--- src/rtl/seq_pkg.sv ---
// Shared definitions for the serializer and the detector-side blocks it feeds:
// the two-state FSM encoding, the default idle line level and a counter-width helper.
package seq_pkg;

  typedef enum logic {
    IDLE  = 1'b0,
    SHIFT = 1'b1
  } seq_state_t;

  localparam logic IDLE_BIT_DEFAULT = 1'b1;

  // A 2-bit word still needs a 1-bit counter, so clamp $clog2 at 1
  function automatic int cnt_width(input int width);
    return (width > 2) ? $clog2(width) : 1;
  endfunction

endpackage

--- src/rtl/seq_serializer.sv ---
// Parallel-to-serial converter with a valid/ready load port. It emits one registered bit
// per clock and chains frames back to back when a new word is offered on the last bit.
module seq_serializer
  import seq_pkg::*;
#(
  parameter int   WIDTH     = 8,
  parameter bit   MSB_FIRST = 1'b1,
  parameter logic IDLE_BIT  = IDLE_BIT_DEFAULT
) (
  input  logic             clk,
  input  logic             rst_n,
  input  logic [WIDTH-1:0] din,
  input  logic             din_valid,
  output logic             din_ready,
  output logic             x_out,
  output logic             busy,
  output logic             frame_done
);

  localparam int             CW       = cnt_width(WIDTH);
  localparam logic [CW-1:0]  LAST_CNT = CW'(WIDTH - 1);

  seq_state_t       state;
  seq_state_t       state_nxt;
  logic [CW-1:0]    cnt;
  logic [WIDTH-1:0] shreg;
  logic             at_last;
  logic             load;
  logic             advance;

  assign at_last    = (state == SHIFT) && (cnt == LAST_CNT);
  assign busy       = (state == SHIFT);
  assign frame_done = at_last;

  always_ff @(posedge clk or negedge rst_n) begin
    if (!rst_n) begin
      state <= IDLE;
    end else begin
      state <= state_nxt;
    end
  end

  // A word is only accepted when nothing is left of the current frame to shift out
  always_comb begin
    state_nxt = state;
    din_ready = 1'b0;
    load      = 1'b0;
    advance   = 1'b0;
    case (state)
      IDLE: begin
        din_ready = 1'b1;
        if (din_valid) begin
          load      = 1'b1;
          state_nxt = SHIFT;
        end
      end
      SHIFT: begin
        if (cnt == LAST_CNT) begin
          din_ready = 1'b1;
          if (din_valid) begin
            load = 1'b1;
          end else begin
            state_nxt = IDLE;
          end
        end else begin
          advance = 1'b1;
        end
      end
      default: begin
        state_nxt = IDLE;
      end
    endcase
  end

  // The shift register holds the word already shifted so that its head bit is on x_out;
  // the next bit to present is therefore always the one just behind the head.
  always_ff @(posedge clk or negedge rst_n) begin
    if (!rst_n) begin
      cnt   <= '0;
      shreg <= '0;
      x_out <= IDLE_BIT;
    end else if (load) begin
      cnt   <= '0;
      shreg <= din;
      x_out <= MSB_FIRST ? din[WIDTH-1] : din[0];
    end else if (advance) begin
      cnt   <= cnt + CW'(1);
      shreg <= MSB_FIRST ? (shreg << 1) : (shreg >> 1);
      x_out <= MSB_FIRST ? shreg[WIDTH-2] : shreg[1];
    end else begin
      cnt   <= '0;
      x_out <= IDLE_BIT;
    end
  end

endmodule
--- config.mk ---
export PLATFORM = sky130hd
export DESIGN_NAME = seq_serializer
export DESIGN_NICKNAME = d
export VERILOG_FILES = /design/src/rtl/seq_pkg.sv /design/src/rtl/seq_serializer.sv
export SDC_FILE = /design/constraint.sdc
export NUM_CORES = 1
export LEC_CHECK = 0
export CAP_MARGIN = 25
export CORE_UTILIZATION = 30
export CTS_BUF_LIST = sky130_fd_sc_hd__clkbuf_4 sky130_fd_sc_hd__clkbuf_8 sky130_fd_sc_hd__clkbuf_16
export CTS_CLUSTER_DIAMETER = 80
export DETAILED_ROUTE_END_ITERATION = 10
export GPL_ROUTABILITY_DRIVEN = 0
export PLACE_DENSITY_LB_ADDON = 0.1
export SYNTH_ARGS = -nofsm -noshare
export SYNTH_HDL_FRONTEND = slang
export SYNTH_SLANG_ARGS = --single-unit
export TNS_END_PERCENT = 1
--- constraint.sdc ---
create_clock -name clk -period 1.9 [get_ports clk]
set_input_delay 0.38 -clock clk [delete_from_list [all_inputs] [get_ports clk]]
set_output_delay 0.38 -clock clk [all_outputs]
set_load 0.1 [all_outputs]
==> results of run 1 <==
## state kept, by name, indices dropped and copies added, names as in the netlist
signal	flops
cnt	3
busy	1
x_out	1
shreg	7
## final cells by class
class	instances	area, µm²	area share
Multi-Input combinational cell	28	283	0.328
Timing Repair Buffer	16	195	0.227
Tap cell	25	31.3	0.0363
Inverter	2	12.5	0.0145
Clock buffer	4	36.3	0.0422
Sequential cell	12	303	0.352
## per-stage QoR
step,instance area (µm²),hold slack (ns),power (mW),utilization
final,861,0.437,1.39,0.478
after global routing,861,0.470,1.48,0.478
after CTS,856,0.437,1.40,0.475
after detailed placement,805,0.422,1.16,0.447
after global placement,805,0.419,1.16,0.447
after floorplan,604,0.0844,0.965,-
## where the power goes
group / total [mW] / switching [mW] / internal (mW) / leakage (nW)
logic: 0.764 / 0.385 / 0.379 / 0.253
clock network: 0.205 / 0.0883 / 0.117 / 0.0210
registers: 0.418 / 0.0559 / 0.362 / 0.150
total: 1.39 / 0.530 / 0.857 / 0.424
## worst max-delay path by stage
stage	from	end	slack [ns]	cells past startpoint
global placement	cnt[0]	shreg[2]	0.12	5
floorplan	busy	shreg[5]	0.09	5
finish	cnt[0]	frame_done	0.1	4
global route	cnt[0]	frame_done	0.01	4
detailed placement	cnt[0]	shreg[5]	0.09	6
CTS	cnt[0]	din_ready	0.02	5
## routing by layer
metal  up-vias  part of all wire  track usage
met2        15              0.51        0.194
met5         -                 0            0
met4         0            0.0068       0.0629
met3         2             0.061       0.0808
met1       178              0.42        0.133
li1        183                 -            -
## cell usage after synthesis
| cell | n |
|---|---|
| dfrtp_1 | 11 |
| mux2_2 | 8 |
| mux2_4 | 4 |
| ha_1 | 3 |
| nand2_1 | 3 |
| and3_2 | 2 |
| and2_2 | 1 |
| buf_6 | 1 |
| dfstp_2 | 1 |
| inv_1 | 1 |
| inv_6 | 1 |
| mux2i_1 | 1 |
| nand2_2 | 1 |
| nand2b_1 | 1 |
| nor2_1 | 1 |
| nor2b_4 | 1 |
| o22a_1 | 1 |
| or2b_1 | 1 |
## repair_timing
item	4_1_cts	5_1_grt
gates resized for setup	0	2
endpoints found under the setup margin	1	6
buffers inserted	2	0
## worst register-to-register path, cell delays in order (launching register included)
cell and delay [ns]:
dfrtp_1 0.38, ha_2 0.19, ha_2 0.18, nor2b_4 0.16, buf_4 0.17, mux2_2 0.33, mux2_2 0.26
## logic make-up after synthesis
| kind of cell | count (synthesis) |
|---|---|
| flip-flops | 12 |
| AO/OA/AOI/OAI | 1 |
| multiplexers | 13 |
| AND/OR/NAND/NOR | 11 |
| adder cells (fa/ha/maj) | 3 |
| buffers and inverters | 3 |
==> flow_summary_export.csv, run 1 <==
group,metric,value,unit
status,outcome,"complete, no violations",
timing,max_clock_freq,555,MHz
cts,cts-htree-levels,1,
setup_path,timing.critical_path.arrival,1.42,ns
synthesis,muxShareOfSynthArea,0.266,
grt,grt_max_degree,13,
routing,dr.first_iter.drc_count,2,
synthesis,yosysWarningCount,0,
finish,fin_nets,77,
die,placementRows,15,
synthesis,post_synth_and_or_nand_nor_area_fraction,0.118,
setup_path,worst-setup-path-type,"register to output pin",
timing,finalClockSkew,0.00487,ns
timing,slew_viol_final,0,
timing,finalCritPeriodShare,0.948,
synthesis,post_synth_adder_cell_area,0.0622,
synthesis,yosys_register_bits,12,
finish,fraction_of_final_layout_cells_with_drive_strength_greater_than_1,0.516,
setup_path,cp_cell_sequence,"ha_2 -> ha_1 -> and2_2 -> buf_12",
setup_path,critical_path_peak_fanout,3,
routing,drt_total_wl,1040,µm
setup_path,crit_path_start_kind,"register",
synthesis,mappedNetlistNets,57,
synthesis,synthDominantCellAreaShare,0.456,
synthesis,syn-instance-count,43,
cts,max-clock-path-buffers,2,
placement,pre_cts_ws,0.0867,ns
min_path,worst_hold_startpoint,"cnt[0]",
cts,clkTransAtPathRegs,0.07,ns
timing,timing.setup.tns,0,ns
setup_path,crit_slowest_cell,"dfrtp_1",
cts,ctsRootBufferMaster,"clkbuf_4",
timing,worst_slack,0.0986,ns
finish,highest_count_cells_in_the_layout_ignoring_fill_and_taps,"dfrtp_1 (10), clkdlybuf4s50_1 (10), mux2_2 (8)",
routing,via_count,378,
pwr,cellPowerDensity,1610,nW/µm²
die,starting_utilization_of_the_core_area,0.335,
routing,avgViaCountPerCell,4.34,
timing,grt_setup_unrepaired,"false",
setup_path,timing.critical_path.buf_inv,1,
setup_path,worstSetupEndpointType,"output pin",
flow_run,timing.max_cap.violations,0,
setup_path,worst-r2r-cell-count,6,
placement,place_inst,81,
timing,layout_min_cycle_time,1.80,ns
min_path,worstHoldPathType,"register to register",
setup_path,worst-endpoint-required,1.52,ns
setup_path,timing.reg2reg.setup_slack,0.11,ns
finish,area_growth_from_synthesis_to_layout,42.7,%
min_path,worstHoldEndpoint,"cnt[0]",
placement,portBuffers,14,
die,fp.coreArea,1800,µm²
finish,antenna_cells,0,
timing,timing_hold_violations_final,0,
grt,grt_util_all_layers,0.126,
synthesis,yosys.area_share.xor_xnor,0,
setup_path,r2r_end,"shreg[4]",
placement,dp_hpwl,710,µm
cts,clock_latency,0.27,ns
grt,grt_pass1_vias,402,
grt,grt_remaining_overflow,0,
grt,initial_antenna_violation_count,0,
die,die_w,46.8,µm
routing,drt-wirelength-per-cell,11.9,µm
synthesis,ys_seq_area_frac,0.500,
pwr,total_leakage_power,0.424,nW
setup_path,cell_family_with_most_cp_delay,"adder cells",
synthesis,synth_top_cells_by_area,"dfrtp_1 (46%), mux2_2 (15%), mux2_4 (10%)",
cts,cts_tree,"done",
setup_path,regToRegStartpoint,"cnt[0]",
timing,worstMarginPinSlew,0.553,ns
die,design.die.area,2190,µm²
routing,drcViolationCount,0,
synthesis,synthesis.area_per_instance,14.0,µm²
finish,nFillCells,176,
cts,cts.sinks,12,
synthesis,mappedNetlistArea,603,µm²
min_path,holdPathStages,1,
synthesis,dominant_combinational_cell_family_by_area_after_synthesis,"multiplexers",
timing,finalSetupViolCount,0,
cts,cts_hold_buf,0,
setup_path,worst_path_largest_cell_delay,0.38,ns
timing,slew_headroom,0.630,
die,die_h,46.8,µm
synthesis,yosysUniqueCellTypes,18,
grt,global_route_wire_length_before_repair,1770,µm
synthesis,dominant_cell_type_by_area_after_synthesis,"dfrtp_1",
pwr,irDropWorstVdd,0.593,mV
finish,finish.cell_count_without_fillers,87,
routing,dr.pass1.iters,3,
die,top_level_ports,15,
cts,cts_made_buffers,3,
routing,drtAntennaViolNets,0,
synthesis,synth_compound_gate_area_share,0.0145,
Note: power is estimated with default switching activity, not from simulation.
==> run 2, diff against run 1 <==
- PLACE_DENSITY_LB_ADDON: 0.1 -> 0.05
==> run 2 against run 1 <==
  * Utilization up 0.069 points
  * Flip-flop and latch count unchanged
  * Clock skew about the same
  * Combinational power up 4.1%
  * Cell count up 1.1%
  * Maximum frequency down 1.7%
  * Via count up 3.7%
  * Hold slack better by 0.034 ns
  * Sequential power about the same
  * Largest power group unchanged
==> flow_summary_export.csv, run 2 (synthesis gave the netlist of run 1 again) <==
group,metric,value,unit
status,outcome,"complete, no violations",
cts,clkTransAtPathRegs,0.08,ns
finish,fin_nets,78,
cts,ctsRootBufferMaster,"clkbuf_4",
die,die_w,46.8,µm
cts,cts_made_buffers,3,
timing,slew_viol_final,0,
finish,antenna_cells,0,
cts,clock_latency,0.27,ns
finish,postLayoutCellArea,862,µm²
setup_path,timing.critical_path.arrival,1.45,ns
grt,grt_util_all_layers,0.120,
pwr,total_leakage_power,0.426,nW
cts,cts-htree-levels,1,
placement,portBuffers,14,
timing,slew_headroom,0.620,
grt,initial_antenna_violation_count,0,
grt,grt_pass1_vias,431,
pwr,cellPowerDensity,1610,nW/µm²
timing,worstMarginPinSlew,0.568,ns
timing,layout_min_cycle_time,1.83,ns
finish,area_growth_from_synthesis_to_layout,42.9,%
routing,via_count,392,
routing,avgViaCountPerCell,4.45,
finish,fraction_of_final_layout_cells_with_drive_strength_greater_than_1,0.524,
timing,timing.setup.tns,0,ns
die,design.die.area,2190,µm²
die,starting_utilization_of_the_core_area,0.335,
grt,grt_remaining_overflow,0,
die,placementRows,15,
routing,drt-wirelength-per-cell,12.5,µm
routing,drtAntennaViolNets,0,
routing,drt_total_wl,1100,µm
routing,dr.pass1.iters,1,
placement,place_inst,81,
min_path,worstHoldPathType,"primary input to asynchronous set/reset pin",
finish,fin_util,0.478,
finish,finish.cell_count_without_fillers,88,
setup_path,worst-endpoint-required,1.52,ns
finish,largest_register,"shreg",
placement,pre_cts_ws,0.0407,ns
flow_run,timing.max_cap.violations,0,
setup_path,worst-setup-path-type,"register to output pin",
cts,max-clock-path-buffers,2,
placement,dpl-instance-area,805,µm²
timing,worst_slack,0.0678,ns
setup_path,crit_path_start_kind,"register",
routing,dr.first_iter.drc_count,0,
cts,cts_tree,"done",
grt,grt_max_degree,13,
timing,timing_hold_violations_final,0,
timing,grt_setup_unrepaired,"false",
finish,largest_register_ffs,7,
timing,max_clock_freq,546,MHz
finish,highest_count_cells_in_the_layout_ignoring_fill_and_taps,"dfrtp_1 (10), clkdlybuf4s50_1 (10), mux2_2 (8)",
pwr,irDropWorstVdd,0.746,mV
timing,finalClockSkew,0.00532,ns
placement,dp_hpwl,838,µm
timing,finalCritPeriodShare,0.964,
die,fp.coreArea,1800,µm²
setup_path,critical_path_peak_fanout,4,
finish,top_registers,"shreg (7), cnt (3)",
die,die_h,46.8,µm
grt,global_route_wire_length_before_repair,1780,µm
timing,finalSetupViolCount,0,
die,top_level_ports,15,
setup_path,worstSetupEndpointType,"output pin",
cts,cts.sinks,12,
routing,drcViolationCount,0,
-- run 2: cell types whose count changed in the layout (fill, tap and decap cells not counted), sizes merged --
| cell | previous run | this run |
|---|---|---|
| buf | 6 | 7 |
-- run 2: final timing paths --
check                            start   endpoint  slack, ns  cells past startpoint
worst max-delay path            cnt[0]  din_ready       0.07                      5
worst min-delay path             rst_n     cnt[0]       0.47                      1
worst max register to register  cnt[0]   shreg[3]       0.09                      6
worst min register to register  cnt[0]     cnt[0]       0.53                      2
max in group asynchronous        rst_n       busy       1.03                      1
min in group clk                cnt[0]     cnt[0]       0.53                      2
-- run 2: critical path: stages (launching register included) --
cell and delay [ns]:
dfrtp_1 0.39, ha_2 0.20, ha_2 0.19, nor2b_4 0.18, inv_6 0.06, buf_12 0.16
-- run 2: routing by layer --
layer,up-vias,wire (µm),GRT usage
li1,186,-,-
met5,-,0,0
met4,0,35,0.0857
met3,4,73,0.0231
met1,186,455,0.132
met2,16,539,0.206
-- run 2: where the power goes --
part           internal [mW]  total (mW)  leakage [nW]  switching [mW]
logic                  0.395       0.795         0.258           0.400
registers              0.362       0.417         0.150          0.0557
clock network         0.0955       0.180        0.0184          0.0842
-- run 2: final cells by class --
class	count	area (µm²)
fillers	171	940
flip-flops and latches	12	303
multi-input cells	28	283
repair buffers	17	203
well taps	25	31.3
clock buffers	4	30.0
inverters	2	12.5
-- run 2: per-stage QoR --
stage                     power (mW)  hold WS [ns]
final                           1.39         0.470
after global routing            1.48         0.500
after CTS                       1.39         0.452
after detailed placement        1.17         0.441
after global placement          1.14         0.419
after floorplan                0.965        0.0844
-- run 2: timing repair --
action / in CTS / in global routing
hold buffers: 0 / 0
resized for setup: 1 / 1
setup buffers: 2 / 1
endpoints found under the setup margin: 1 / 3
==> RTL change 1: new RTL, flow settings as in run 1 <==
`WIDTH`: 8 -> 6.
--- a/src/rtl/seq_serializer.sv
+++ b/src/rtl/seq_serializer.sv
@@ -5,3 +5,3 @@
 #(
-  parameter int   WIDTH     = 8,
+  parameter int   WIDTH     = 6,
   parameter bit   MSB_FIRST = 1'b1,
Interface: changed (resized din); port bits go from 15 to 13. No check against the original RTL was run, so the function may have changed too.
==> RTL change 1 against run 1 <==
Total power shrank 11%; global-route usage shrank 1.4 points; cell area shrank 19%; combinational power shrank 11%; worst setup slack gained 18 ps; sequential cell count shrank 2; area after synthesis shrank 19%; wire length shrank 22%; worst hold slack lost 15 ps; via count shrank 20%; highest routed layer unchanged.
==> RTL change 1: results (changes against run 1) <==
status: "completed"
clkLatencyLatePin_ps: 260
synthTopCellsByCount: "9 x dfrtp_1, 5 x mux2_4, 4 x mux2_1"
fin_cells: 65  # -25%
reg2reg_from: "cnt[1]"
r2r_end: "shreg[3]"
synth_area_leaders: "dfrtp_1 46%, mux2_4 15%, mux2_1 9.2%"
numCtsBuffers: 3  # unchanged
fin_nets: 61  # -21%
grt_max_degree: 11  # -2
rr_worst_depth: 5  # -1
worst_clock_skew_ps: 7.35  # +2.48 ps
worstPathMaxFanout: 8  # +5
grt_pass1_vias: 339  # -16%
syn-num-nets: 45  # -21%
grt_usage: 0.112  # -0.0137
reg_top3: "shreg: 5 flops, cnt: 3 flops"
drive_above_1_share: 0.367  # -0.149
synth-seq-area-share: 0.514  # +0.0141
synth.distinct_cells: 14  # -4
hold_slack_ps: 421  # -15.3 ps
tightest_slew_ps: 438  # -114 ps
synthCells: 34  # -21%
via_per_inst: 4.66  # +7.3%
grt_pass1_wl_mm: 1.44  # -19%
fill_cells: 144  # -18%
portBuffers: 12  # -2
drt_iter0_drc: 1  # -1
first_pass_iters: 2  # -1
rrSetupSlack_ps: 370  # +260 ps
cp_data_arrival_time_ps: 1400  # -20 ps
routedWlPerCell_um: 12.4  # +4.4%
[RTL change 1: critical path, stage by stage (launching register included)]
cell     delay, ps
dfrtp_1        390
inv_1           60
ha_1           150
a21bo_1        320
buf_12         220
[RTL change 1: final cells by class]
type / count / area [µm²] / area share
flip-flops and latches: 10 / 253 / 0.365
multi-input cells: 21 / 213 / 0.307
repair buffers: 13 / 168 / 0.242
clock buffers: 4 / 36.3 / 0.0523
well taps: 16 / 20.0 / 0.0289
inverters: 1 / 3.75 / 0.00542
[RTL change 1: logic make-up (layout without fill, tap and decap cells)]
logic type,count (synthesis),in the layout,synth area share
flops,10,10,0.514
xor+xnor,1,1,0.0179
mux,10,10,0.269
compound gates,1,1,0.0205
fa+ha+maj,2,2,0.0511
simple gates,7,7,0.0742
buf+inv,3,18,0.0537
[RTL change 1: worst max-delay path by stage]
stage,from,endpoint,cells past startpoint
final,cnt[1],din_ready,4
after global routing,cnt[1],din_ready,4
after CTS,cnt[1],din_ready,4
after detailed placement,din_valid,shreg[3],3
after global placement,din_valid,shreg[4],3
after floorplan,busy,frame_done,1
[RTL change 1: power by group through the flow]
| stage | sequential (mW) | clock, mW | combinational, mW |
|---|---|---|---|
| after detailed placement | 0.370 | 0 | 0.684 |
| final | 0.367 | 0.188 | 0.677 |
| after floorplan | 0.457 | 0 | 0.393 |
| after global placement | 0.364 | 0 | 0.672 |
| after CTS | 0.367 | 0.195 | 0.685 |
| after global routing | 0.377 | 0.206 | 0.720 |
[RTL change 1: metrics by stage]
stage          utilization  setup slack, ps  cell area (µm²)
3_3_place_gp         0.436              172              657
3_5_place_dp         0.436              123              657
5_1_grt              0.460             27.6              693
6_report             0.460              117              693
4_1_cts              0.460              108              693
2_1_floorplan            -              243              492
[RTL change 1: per-layer routing]
metal | track usage | up-vias | wire [µm]
met4 | 0.0375 | 0 | 8
met1 | 0.117 | 146 | 340
met3 | 0.0690 | 2 | 55
met5 | 0 | - | 0
li1 | - | 145 | -
met2 | 0.185 | 10 | 402
==> RTL change 2: new RTL, flow settings as in run 1 <==
Without the edit above. Reset style: synchronous (`rst_n`), changed in 2 clocked blocks.
--- a/src/rtl/seq_serializer.sv
+++ b/src/rtl/seq_serializer.sv
@@ -34,3 +34,3 @@
 
-  always_ff @(posedge clk or negedge rst_n) begin
+  always_ff @(posedge clk) begin
     if (!rst_n) begin
@@ -76,3 +76,3 @@
   // the next bit to present is therefore always the one just behind the head.
-  always_ff @(posedge clk or negedge rst_n) begin
+  always_ff @(posedge clk) begin
     if (!rst_n) begin
Check against the original RTL: differs if rst_n is asserted again (counterexample within 4 cycles, from zero or initial values and one cycle with rst_n low); with rst_n held inactive, the same outputs for 10 cycles.
==> RTL change 2 against run 1 <==
Wire length rose by 17%; via count rose by 32%; cell area fell by 8.0%; area after synthesis fell by 7.1%; sequential cell count did not move; worst setup slack got worse by 13 ps.
Power is not compared: it rests on default switching activity, and its combinational part moved more than twofold at a synthesized area within 25%.
==> RTL change 2: results (changes against run 1) <==
fin_nets: 94  # +22%
hold_depth: 2  # +1
grt_max_degree: 11  # -2
rr_worst_depth: 5  # -1
ir_drop_v: 0.000442
synth.distinct_cells: 22  # +4
grt_pass1_wl_mm: 2.08  # +18%
drive_above_1_share: 0.228  # -0.288
antenna_cells: 0  # unchanged
avgSynthCellArea_um2: 9.34  # -33%
syn-num-nets: 74  # +30%
routedWlPerCell_um: 11.7  # -2.0%
synth_area_leaders: "dfxtp_1 43%, a311oi_1 9.4%, nand2_1 8.0%"
grt_pass1_vias: 477  # +19%
synthFlopType: "dfxtp_1"
routed.top_layer: "met4"
status: "completed"
drt_iter0_drc: 15  # +13
dp_cells: 99  # +22%
worst_clock_skew_ps: 1.48  # -3.39 ps
synthArstFlopShare: 0  # -1.00
dp_hpwl_um: 834  # +17%
worstPathMaxFanout: 10  # +7
grt_usage: 0.147  # +0.0212
wl_met2_um: 504  # -4.7%
met1_length_um: 619  # +42%
synthTopCellsByCount: "12 x dfxtp_1, 12 x nand2_1, 7 x nor3_1"
slew_headroom: 0.817  # +0.187
wl_met3_um: 74  # +17%
-- RTL change 2: stage by stage --
step | setup WS (ps) | cell area, µm² | power [mW]
3_3_place_gp | 313 | 748 | 0.410
2_1_floorplan | 282 | 563 | 0.363
3_5_place_dp | 289 | 748 | 0.409
4_1_cts | 55.8 | 792 | 0.626
5_1_grt | 0.252 | 792 | 0.642
6_report | 85.1 | 792 | 0.616
-- RTL change 2: worst max-delay path, stage by stage, from the launching register on --
cell     delay, ps
dfxtp_1        310
ha_1           200
ha_1           210
nor2b_4        190
inv_8           70
buf_12         170
-- RTL change 2: cell families after synthesis --
logic type / Yosys count / share of synthesized area
adders and majority gates: 3 / 0.0670
DFF: 12 / 0.429
buffers and inverters: 5 / 0.0625
AOI/OAI and AO/OA: 12 / 0.183
and+or+nand+nor: 28 / 0.259
-- RTL change 2: final cells by class --
class                           count  area share
Multi-Input combinational cell     43       0.362
Sequential cell                    12       0.305
Timing Repair Buffer               17       0.224
Clock buffer                        4      0.0458
Tap cell                           25      0.0395
Inverter                            3      0.0237
-- RTL change 2: worst paths after layout --
check	startpoint	to	slack [ps]
worst max register to register	cnt[0]	x_out	380
worst max-delay path	cnt[0]	din_ready	90
worst min register to register	shreg[3]	shreg[4]	490
worst min-delay path	shreg[3]	shreg[4]	490
-- RTL change 2: what timing repair did --
| action | 4_1_cts | 5_1_grt |
|---|---|---|
| buffers inserted | 1 | 0 |
| setup endpoints to repair | 1 | 0 |
| gates resized for setup | 0 | 0 |
| endpoints found under the hold margin | 0 | 0 |
-- RTL change 2: per-layer routing --
metal | vias to the layer above | global-route usage
met1 | 231 | 0.179
met2 | 16 | 0.214
met5 | - | 0
met4 | 0 | 0.0848
li1 | 251 | -
met3 | 2 | 0.0640
